===== src/rtl/air_channel_pkg.sv =====
`default_nettype none
// ============================================================================
//  Module      : air_channel_pkg
//  Description : Shared constants, types and helpers for the air_channel
//                shared radio medium: LFSR tap mask, default seed,
//                parameter range limits, the per-stage medium flag struct,
//                a multi-hot detector and the Galois LFSR step function.
//  Revision    : 1.0 - initial release
// ============================================================================
package air_channel_pkg;

    // Galois LFSR, polynomial x^16 + x^14 + x^13 + x^11 + 1
    localparam logic [15:0] c_lfsr_taps    = 16'hB400;
    localparam logic [15:0] c_default_seed = 16'hACE1;

    // Legal parameter ranges
    localparam int c_nodes_min = 2;
    localparam int c_nodes_max = 8;
    localparam int c_delay_min = 1;
    localparam int c_delay_max = 64;
    localparam int c_ber_min   = 1;
    localparam int c_ber_max   = 15;
    localparam int c_cnt_w_min = 4;
    localparam int c_cnt_w_max = 32;

    // Medium flags carried down the delay line next to the source mask
    typedef struct packed {
        logic col;   // two or more transmitters
        logic car;   // any transmitter
        logic data;  // wired-OR of the enabled transmit bits
    } medium_t;

    // True when two or more bits of v are set: clearing the lowest set bit
    // leaves something behind only if another bit was set.
    function automatic logic multi_hot(input logic [7:0] v);
        return (v & (v - 8'd1)) != 8'd0;
    endfunction

    // One right-shifting Galois step: feed the LSB back through the taps.
    function automatic logic [15:0] lfsr_next(input logic [15:0] s);
        return (s >> 1) ^ (s[0] ? c_lfsr_taps : 16'h0000);
    endfunction

endpackage
`default_nettype wire


===== src/rtl/air_channel_lfsr16.sv =====
`default_nettype none
// ============================================================================
//  Module      : air_lfsr16
//  Description : 16-bit free-running Galois LFSR used as the channel noise
//                source. Loads the seed on reset (a zero seed would lock the
//                register, so it is replaced by the default seed) and then
//                advances one step every clock.
//  Ports       : clk   - system clock
//                reset - synchronous, active-low reset
//                seed  - value loaded on reset
//                state - current LFSR contents
//  Revision    : 1.0 - initial release
// ============================================================================
module air_lfsr16
    import air_channel_pkg::*;
(
    input  logic        clk,
    input  logic        reset,
    input  logic [15:0] seed,
    output logic [15:0] state
);

    logic [15:0] r_state;
    logic [15:0] w_seed;

    assign w_seed = (seed == 16'h0000) ? c_default_seed : seed;

    always_ff @(posedge clk) begin
        if (!reset) begin
            r_state <= w_seed;
        end else begin
            r_state <= lfsr_next(r_state);
        end
    end

    assign state = r_state;

endmodule
`default_nettype wire


===== src/rtl/air_channel.sv =====
`default_nettype none
// ============================================================================
//  Module      : air_channel
//  Description : N-node shared radio medium. Transmitters are combined as a
//                wired-OR, delayed by DELAY clock cycles and delivered to
//                every node that was not itself transmitting. Collisions are
//                flagged and counted; optional pseudo-random bit errors are
//                injected on the delayed carrier and counted.
//  Macro       : AIR_CHANNEL_NOISE_EN - builds the LFSR noise source and the
//                error counter. Undefined: no noise, err_cnt tied to 0.
//  Ports       : clk           - system clock
//                reset         - synchronous, active-low reset
//                tx_en         - per-node transmit enable
//                tx_bit        - per-node transmit bit (ignored if not enabled)
//                rx_valid      - carrier present at node i (not its own)
//                rx_bit        - received bit at node i, 0 without carrier
//                collision     - two or more transmitters, delayed
//                cnt_clr       - synchronous clear of both counters
//                collision_cnt - saturating count of collision events
//                err_cnt       - saturating count of injected bit errors
//  Revision    : 1.0 - initial release
// ============================================================================
module air_channel
    import air_channel_pkg::*;
#(
    parameter int          N_NODES   = 2,
    parameter int          DELAY     = 4,
    parameter int          BER_SHIFT = 4,
    parameter int          CNT_W     = 16,
    parameter logic [15:0] SEED      = 16'hACE1
) (
    input  logic               clk,
    input  logic               reset,
    input  logic [N_NODES-1:0] tx_en,
    input  logic [N_NODES-1:0] tx_bit,
    output logic [N_NODES-1:0] rx_valid,
    output logic [N_NODES-1:0] rx_bit,
    output logic               collision,
    input  logic               cnt_clr,
    output logic [CNT_W-1:0]   collision_cnt,
    output logic [CNT_W-1:0]   err_cnt
);

    localparam int               c_stage_w = $bits(medium_t) + N_NODES;
    localparam logic [CNT_W-1:0] c_cnt_max = '1;

    // ------------------------------------------------------------------
    // Elaboration-time parameter range check
    // ------------------------------------------------------------------
    if ((N_NODES < c_nodes_min) || (N_NODES > c_nodes_max) ||
        (DELAY < c_delay_min)   || (DELAY > c_delay_max)   ||
        (BER_SHIFT < c_ber_min) || (BER_SHIFT > c_ber_max) ||
        (CNT_W < c_cnt_w_min)   || (CNT_W > c_cnt_w_max)   ||
        ($bits(SEED) != 16)) begin : g_param_check
        $error("air_channel: parameter out of range");
    end

    // ------------------------------------------------------------------
    // Medium combine
    // ------------------------------------------------------------------
    medium_t                 w_medium_in;
    logic [c_stage_w-1:0]    w_stage_in;

    always_comb begin
        w_medium_in      = '0;
        w_medium_in.data = |(tx_en & tx_bit);
        w_medium_in.car  = |tx_en;
        w_medium_in.col  = multi_hot(8'(tx_en));
    end

    assign w_stage_in = {w_medium_in, tx_en};

    // ------------------------------------------------------------------
    // Propagation delay line; the last stage is the output stage. Reset
    // clears every stage so nothing sampled before reset can emerge later.
    // ------------------------------------------------------------------
    logic [c_stage_w-1:0] r_pipe [DELAY];

    always_ff @(posedge clk) begin
        if (!reset) begin
            for (int k = 0; k < DELAY; k++) begin
                r_pipe[k] <= '0;
            end
        end else begin
            r_pipe[0] <= w_stage_in;
            for (int k = 1; k < DELAY; k++) begin
                r_pipe[k] <= r_pipe[k-1];
            end
        end
    end

    medium_t            w_d_med;
    logic [N_NODES-1:0] w_d_src;

    assign {w_d_med, w_d_src} = r_pipe[DELAY-1];

    // ------------------------------------------------------------------
    // Noise source: a single flip shared by all receivers
    // ------------------------------------------------------------------
    logic w_flip;

`ifdef AIR_CHANNEL_NOISE_EN
    localparam logic [15:0] c_ber_mask = 16'((32'd1 << BER_SHIFT) - 32'd1);

    logic [15:0]      w_lfsr_state;
    logic [CNT_W-1:0] r_err_cnt;

    air_lfsr16 u_lfsr (
        .clk   (clk),
        .reset (reset),
        .seed  (SEED),
        .state (w_lfsr_state)
    );

    assign w_flip = ((w_lfsr_state & c_ber_mask) == 16'h0000);

    // Counted whenever a carrier is on the air, listener or not
    always_ff @(posedge clk) begin
        if (!reset) begin
            r_err_cnt <= '0;
        end else if (cnt_clr) begin
            r_err_cnt <= '0;
        end else if (w_flip && w_d_med.car && (r_err_cnt != c_cnt_max)) begin
            r_err_cnt <= r_err_cnt + 1'b1;
        end
    end

    assign err_cnt = r_err_cnt;
`else
    assign w_flip  = 1'b0;
    assign err_cnt = '0;
`endif

    // ------------------------------------------------------------------
    // Delivery: half-duplex, a transmitter never hears itself
    // ------------------------------------------------------------------
    assign rx_valid  = {N_NODES{w_d_med.car}} & ~w_d_src;
    assign rx_bit    = rx_valid & {N_NODES{w_d_med.data ^ w_flip}};
    assign collision = w_d_med.col;

    // ------------------------------------------------------------------
    // Collision event counter: counts rising edges of the delayed flag so
    // a multi-cycle collision registers once.
    // ------------------------------------------------------------------
    logic             r_col_prev;
    logic             w_col_rise;
    logic [CNT_W-1:0] r_collision_cnt;

    assign w_col_rise = w_d_med.col & ~r_col_prev;

    always_ff @(posedge clk) begin
        if (!reset) begin
            r_col_prev <= 1'b0;
        end else begin
            r_col_prev <= w_d_med.col;
        end
    end

    always_ff @(posedge clk) begin
        if (!reset) begin
            r_collision_cnt <= '0;
        end else if (cnt_clr) begin
            r_collision_cnt <= '0;
        end else if (w_col_rise && (r_collision_cnt != c_cnt_max)) begin
            r_collision_cnt <= r_collision_cnt + 1'b1;
        end
    end

    assign collision_cnt = r_collision_cnt;

endmodule
`default_nettype wire


===== config.mk =====
export PLATFORM = sky130hd
export DESIGN_NAME = air_channel
export DESIGN_NICKNAME = d
export VERILOG_FILES = /design/src/rtl/air_channel_pkg.sv /design/src/rtl/air_channel_lfsr16.sv /design/src/rtl/air_channel.sv
export SDC_FILE = /design/constraint.sdc
export NUM_CORES = 1
export LEC_CHECK = 0
export BUFFER_PORTS_ARGS = -buffer_cell sky130_fd_sc_hd__buf_2
export CORE_MARGIN = 10
export CORE_UTILIZATION = 30
export DETAILED_ROUTE_END_ITERATION = 8
export SLEW_MARGIN = 30
export SYNTH_ARGS = -nofsm -noshare
export SYNTH_HDL_FRONTEND = slang
export SYNTH_HIERARCHICAL = 1
export SYNTH_SLANG_ARGS = --single-unit

===== constraint.sdc =====
create_clock -name clk -period 2.1 [get_ports clk]
set_clock_uncertainty 0.2 [all_clocks]
set_input_delay 0 -clock clk [delete_from_list [all_inputs] [get_ports clk]]
set_output_delay 0 -clock clk [all_outputs]
set_load 0.03 [all_outputs]

# Word level (Yosys, flattened, before mapping)
# Memories as Yosys holds them, arrays and structs flattened.
# Cells that the tools add are included.
# classes
addsub	2
n_eq_ne	1
mux	6
bitwise	12
reduce_logical	5
# op_table
op	n
two-way mux 5 bit	4
adder 16 x 1 -> 16 bit, second input constant	1
!= test 16 bit, second input constant	1
AND 2 x 8 -> 8 bit	1
nonzero test 8 bit	1
AND 2 bit	3
OR reduction 2 bit	3
bitwise OR 1 bit	4
subtractor 2 x 1 -> 3 bit, second input constant	1
two-way mux 1 bit	2
NOT 1 bit	2
NOT 2 bit	1
AND 1 bit	1
logical AND 1 bit	1
# totals
reg_bits	17
ram_bits	20
in_bits	7
output_inout_bits	37
elab_cells	29
mem_count	1
# mem_list
memory	depth	word_bits	read_ports	rd_clocked_by_memory_dff	wr	line_no	text
r_pipe	4	5	4	0	4	air_channel.sv:77	logic [c_stage_w-1:0] r_pipe [DELAY];

# Longest topological paths before layout
# Gate-level depths: netlist (run 1).
# logic_depth
word_depth	4
ltp_mapped	6
depth_no_buf	5

# Worst setup path after synthesis (run 1)
# OpenSTA, ideal clock, no wires.
# synth_timing
kind	flip-flop to flip-flop
startpoint	register r_collision_cnt[0], in the netlist collision_cnt[0]
endpoint	register r_collision_cnt[5], in the netlist collision_cnt[5]
setup_time_ns	0.070
t_arrival_ns	1.777
t_required_ns	1.830
path_slack_ns	0.052
stages_incl_launch_ff	7
n_path_buf	1
period_less_slack_ns	2.048
cell_sequence	dfxtp_1 -> ha_1 -> and3_1 -> and4_4 -> buf_6 -> or4_1 -> a21oi_1
# synth_via
elab_chain_len	2
elab_cells_between_ends	3
classes_between	add/sub: 1; eq/ne: 1; reduce/logical: 1
# synth_lines
item	line_no	text
start, declared	air_channel.sv:147	logic [CNT_W-1:0] r_collision_cnt;
start signal, assigned	air_channel.sv:165	r_collision_cnt <= r_collision_cnt + 1'b1;
parallel branches: the longest is 2 deep, another holds adder 16 x 1 -> 16 bit	-	
# Parallel ways; which one is timed is not known.
# A chain may end at the register's enable or synchronous reset.

# Worst setup path in the final report (run 1)
# layout_timing
startpoint	register r_collision_cnt[0], in the netlist collision_cnt[0]
endpoint	register r_collision_cnt[9], in the netlist collision_cnt[9]
# Same word-level chain as after synthesis.

==> results of run 1 <==
## final cells by class
class	count	area, um^2
Inverter	3	11.3
Tap cell	70	87.6
Clock inverter	2	38.8
Clock buffer	6	72.6
Sequential cell	37	741
Timing Repair Buffer	37	230
Multi-Input combinational cell	123	752
Fill cell	541	3240
## placed cells by master (no fill, tap or decap), drive strengths merged, types with 2 or more instances in the layout
master / instances
nand3: 10
dfxtp: 37
inv: 3
nand2b: 5
mux2i: 4
and3: 2
nor4: 3
or2: 2
conb: 16
o311ai: 3
nor2b: 4
buf: 29
and2: 20
nor2: 4
nand2: 8
o41ai: 3
and4: 4
clkbuf: 6
dlygate4sd3: 8
or4: 3
or3: 2
o31ai: 4
a21oi: 8
nand4: 7
o21ai: 4
## stage by stage
stage          util [%]  total power (W)  std cells  area [um^2]  setup slack [ps]
5_1_grt            37.4          0.00147        278         1930              37.4
3_3_place_gp       33.7         0.000809        262         1740               200
6_report           37.4          0.00142        278         1930               120
4_1_cts            37.4          0.00143        278         1930               112
2_1_floorplan         -         0.000819        186         1670              52.3
3_5_place_dp       33.7         0.000810        262         1740               150
## kinds of logic (layout without fill, tap and decap cells)
family          count (synthesis)  count (layout)
buf+inv                        26              48
compound gates                 25              25
simple gates                   77              77
fa+ha+maj                       1               1
other cells                     1              16
flops                          37              37
mux                             4               4
## worst paths after layout
check	cells after the start	to	start	slack, ps
max	5	collision_cnt[9]	collision_cnt[0]	120
min	1	r_pipe[2][3]	r_pipe[1][3]	230
max reg2reg	5	collision_cnt[9]	collision_cnt[0]	120
min reg2reg	1	r_pipe[2][3]	r_pipe[1][3]	230
## flip-flops by register name, indices dropped and copies added (netlist names)
register / cells
r_col_prev: 1
r_pipe: 20
collision_cnt: 16
## metal layers
metal / routed length [um] / vias to the layer above / global-route usage [%]
met5: 0 / - / 0
met4: 50 / 0 / 4.24
met3: 256 / 4 / 3.12
met2: 1500 / 38 / 12.2
met1: 1540 / 577 / 8.69
li1: - / 652 / -
## report_power, final
part	internal [W]	total [W]	switching, W
sequential	0.000715	0.000718	0.00000287
clock	0.000356	0.000610	0.000254
combinational	0.0000261	0.0000875	0.0000614
==> impl_metrics.json, run 1 <==
{
  "outcome": "complete, no violations",
  "fmax_mhz": 505,
  "syn_area_mm2": 0.00162,
  "required_ps": 2110,
  "synth_edf_count": 0,
  "async_flop_share_pct": 0,
  "core_area_mm2": 0.00517,
  "finalHoldViolCount": 0,
  "avgSynthCellArea_um2": 9.45,
  "grt_usage_pct": 7.74,
  "cts_resized": 0,
  "path_max_fanout": 11,
  "vias": 1271,
  "synth_top_area_share_pct": 45.8,
  "post_cts_buffers": 0,
  "overflow": 0,
  "fp.dieH_um": 93.4,
  "first_pass_iters": 4,
  "drive_gt1_share_pct": 20.2,
  "seq_area_frac_synth_pct": 45.8,
  "fin_crit_sh_pct": 94.3,
  "drtAntennaViolNets": 0,
  "critPathTopFamily": "simple AND/OR/NAND/NOR gates",
  "synth_cells": 171,
  "die_area_mm2": 0.00872,
  "arrival_ps": 1990,
  "drt_iter0_drc": 49,
  "insertion_delay_ps": 280,
  "synth-compound-area-share_pct": 10.4,
  "powerDensity_mw_per_mm2": 732,
  "synth_common_cells": "dfxtp_1, and2_1, buf_4",
  "initial_core_util_pct": 31.3,
  "place_hpwl_mm": 2.49,
  "crit_chain": "ha_1 -> and3_1 -> and4_4 -> or4_1 -> a21oi_1",
  "cp_slowest_cell": "or4_1",
  "finalSetupViolations": 0,
  "yosys.area_share.simple_pct": 29.1,
  "routed_via_density": 4.57,
  "areaGrowthSynthToFinish_pct": 19.6,
  "ys_ff_latch": 37,
  "synthAdderAreaFrac_pct": 0.774,
  "clkSinkCount": 37,
  "netlist_top_cells_area": "dfxtp_1, and2_1, buf_4",
  "period_minus_slack_ps": 1980,
  "worst_pin_slew_ps": 509,
  "slew_viol_final": 0,
  "hold_path.class": "reg2reg",
  "synth.mux.area_fraction_pct": 2.48,
  "critical_path_buf_inv_count": 0,
  "peakVddDrop_mv": 0.250,
  "clkTransAtPathRegs_ps": 70,
  "io_pins": 44,
  "end_kind": "flip-flop",
  "grt_max_degree": 22,
  "critPathKind": "reg2reg",
  "yosysWarnings": 6,
  "place_congestion": 0.775,
  "htree_levels": 2,
  "p_leak_nw": 0.779,
  "n_antenna_cell": 0,
  "io_buffers": 27,
  "maxCapViolations": 0,
  "fp-row-count": 26,
  "setup-tns-final_ps": 0,
  "antenna_found_initial": 0,
  "cts-root-buf": "clkbuf_8",
  "start_kind": "flip-flop",
  "cts_hold_buf": 8,
  "drt-wirelength-per-cell_um": 12.0,
  "holdWs_ps": 233,
  "yosysTopAreaCell": "dfxtp_1",
  "rsz0062_at_grt": "false",
  "synth_top_family_by_area": "simple AND/OR/NAND/NOR gates",
  "drc_errors": 0,
  "fp.dieW_um": 93.4,
  "slew-limit-headroom_pct": 66.1,
  "grt_pass1_vias": 1194,
  "cpPeakStageDelay_ps": 510,
  "synth_most_common_cell": "dfxtp_1",
  "finalWirelength_mm": 3.35,
  "synth.distinct_cells": 36,
  "grt_pass1_wl_mm": 5.49,
  "cts_tree": "yes",
  "cts_inserted_buffers": 5,
  "synth_xor_area_share_pct": 0,
  "synth_top_flop_cell": "dfxtp_1",
  "cts_buffer_depth": 2,
  "nets": 215
}
No activity file was read; power rests on OpenSTA's default activity.
==> inputs of run 2 (changes only) <==
Settings changed: PLACE_DENSITY set to 0.5.
==> run 2 against run 1 <==
Net effect:
- fmax rose by 1.6%
- register-to-register slack improved by 30 ps
- critical path depth did not move
- largest cell class unchanged
==> impl_metrics.json, run 2 (synthesis gave the netlist of run 1 again) <==
{
  "cpPeakStageDelay_ps": 500,
  "place_congestion": 0.733,
  "crit_end": "collision_cnt[9]",
  "cp_num_cells": 5,
  "n_antenna_cell": 0,
  "critical_path_buf_inv_count": 0,
  "clkTransAtPathRegs_ps": 80,
  "first_pass_iters": 4,
  "io_pins": 44,
  "fp.dieW_um": 93.4,
  "critPathKind": "reg2reg",
  "antenna_found_initial": 0,
  "instances_no_fill": 276,
  "grt_pass1_wl_mm": 5.63,
  "fin_crit_sh_pct": 92.8,
  "die_area_mm2": 0.00872,
  "worstRegToRegCells": 5,
  "grt_usage_pct": 7.95,
  "areaGrowthSynthToFinish_pct": 17.2,
  "min_path_cells": 1,
  "initial_core_util_pct": 31.3,
  "cts_tree": "yes",
  "grt_pass1_vias": 1203,
  "largest_register_ffs": 20,
  "worstSetupStartpoint": "collision_cnt[0]",
  "fp-row-count": 26,
  "clkSinkCount": 37,
  "largest_register": "r_pipe",
  "drtAntennaViolNets": 0,
  "cts_inserted_buffers": 5,
  "final_cell_mix": "dfxtp_1, buf_2, and2_1",
  "finalPower_w": 0.00131,
  "fmax_mhz": 513,
  "layout.area.seq_um2": 741,
  "design_area_mm2": 0.00189,
  "finalWirelength_mm": 3.34,
  "htree_levels": 2,
  "drive_gt1_share_pct": 20.4,
  "arrival_ps": 1970,
  "critPathTopFamily": "simple AND/OR/NAND/NOR gates",
  "dp.cells": 261,
  "nets": 213,
  "crit_chain": "ha_1 -> and3_1 -> and4_4 -> or4_1 -> a21oi_1",
  "reg2reg_from": "collision_cnt[0]",
  "setup-tns-final_ps": 0,
  "fillCellCount": 541,
  "multiInputGateArea_um2": 752,
  "peakVddDrop_mv": 0.202,
  "path_max_fanout": 11,
  "rrSetupSlack_ps": 150,
  "fp.dieH_um": 93.4,
  "worst_pin_slew_ps": 533,
  "cts_buffer_depth": 2,
  "maxCapViolations": 0,
  "insertion_delay_ps": 290,
  "drc_errors": 0,
  "required_ps": 2120,
  "hold_path.class": "reg2reg",
  "drt_iter0_drc": 83,
  "slew-limit-headroom_pct": 64.5,
  "end_kind": "flip-flop",
  "io_buffers": 27,
  "powerDensity_mw_per_mm2": 690,
  "cp_slowest_cell": "or4_1",
  "layout_commonest_cell": "dfxtp_1",
  "start_kind": "flip-flop",
  "final_core_util_pct": 36.6,
  "slew_viol_final": 0,
  "worst_r2r_endpoint": "collision_cnt[9]",
  "vias": 1240,
  "cts-root-buf": "clkbuf_8",
  "p_leak_nw": 0.757,
  "drt-wirelength-per-cell_um": 12.1,
  "dpl_cell_area_mm2": 0.00173,
  "core_area_mm2": 0.00517,
  "grt_max_degree": 22,
  "finalSetupViolations": 0,
  "place_hpwl_mm": 2.44,
  "outcome": "complete, no violations",
  "routed_via_density": 4.49,
  "overflow": 0,
  "rsz0062_at_grt": "false",
  "finalHoldViolCount": 0,
  "period_minus_slack_ps": 1950
}
## run 2: through the flow
step | setup WS, ps | hold slack [ps]
after floorplan | 52.3 | -74.5
after global placement | 194 | 14.2
after detailed placement | 147 | 10.9
after CTS | 140 | 237
after global routing | 70.0 | 248
final | 151 | 234
## run 2: area by class of cell
type | instances | share of cell area [%]
clock buffer | 5 | 3.63
tap | 70 | 4.62
timing repair buffer | 35 | 11.2
inverter | 3 | 0.594
multi-input combinational | 123 | 39.7
sequential | 37 | 39.1
clock inverter | 3 | 1.12
## run 2: worst min path at each step
stage / to / startpoint / slack [ps]
finish: r_pipe[1][2] / r_pipe[0][2] / 230
global route: r_pipe[3][3] / r_pipe[2][3] / 250
CTS: r_pipe[2][1] / r_pipe[1][1] / 240
detailed placement: r_pipe[0][2] / tx_bit[0] / 10
global placement: r_pipe[0][2] / tx_bit[0] / 10
floorplan: r_pipe[0][2] / tx_bit[0] / -70
## run 2: worst reg2reg max path, stage by stage, from the launching register on
cell,delay [ps]
dfxtp_1,340
ha_1,250
and3_1,210
and4_4,230
or4_1,500
a21oi_1,140
## run 2: routing by layer
metal  global-route usage [%]  vias to the layer above  share of wire (%)
met5                        0                        -                  0
met4                     4.88                        0                2.2
met3                     3.20                        6                8.4
met2                     11.4                       35                 42
met1                     9.64                      550                 48
li1                         -                      649                  -
## run 2: what timing repair did
| action | 4_1_cts | 5_1_grt |
|---|---|---|
| buffers inserted | 0 | 0 |
| hold buffers | 7 | 0 |
| endpoints found under the setup margin | 0 | 0 |
| resized for setup | 0 | 0 |
| hold endpoints to repair | 25 | 0 |
## run 2: power by group
| part | internal (W) | switching [W] |
|---|---|---|
| Sequential | 0.000715 | 0.00000275 |
| Clock | 0.000235 | 0.000269 |
| Combinational | 0.0000249 | 0.0000609 |
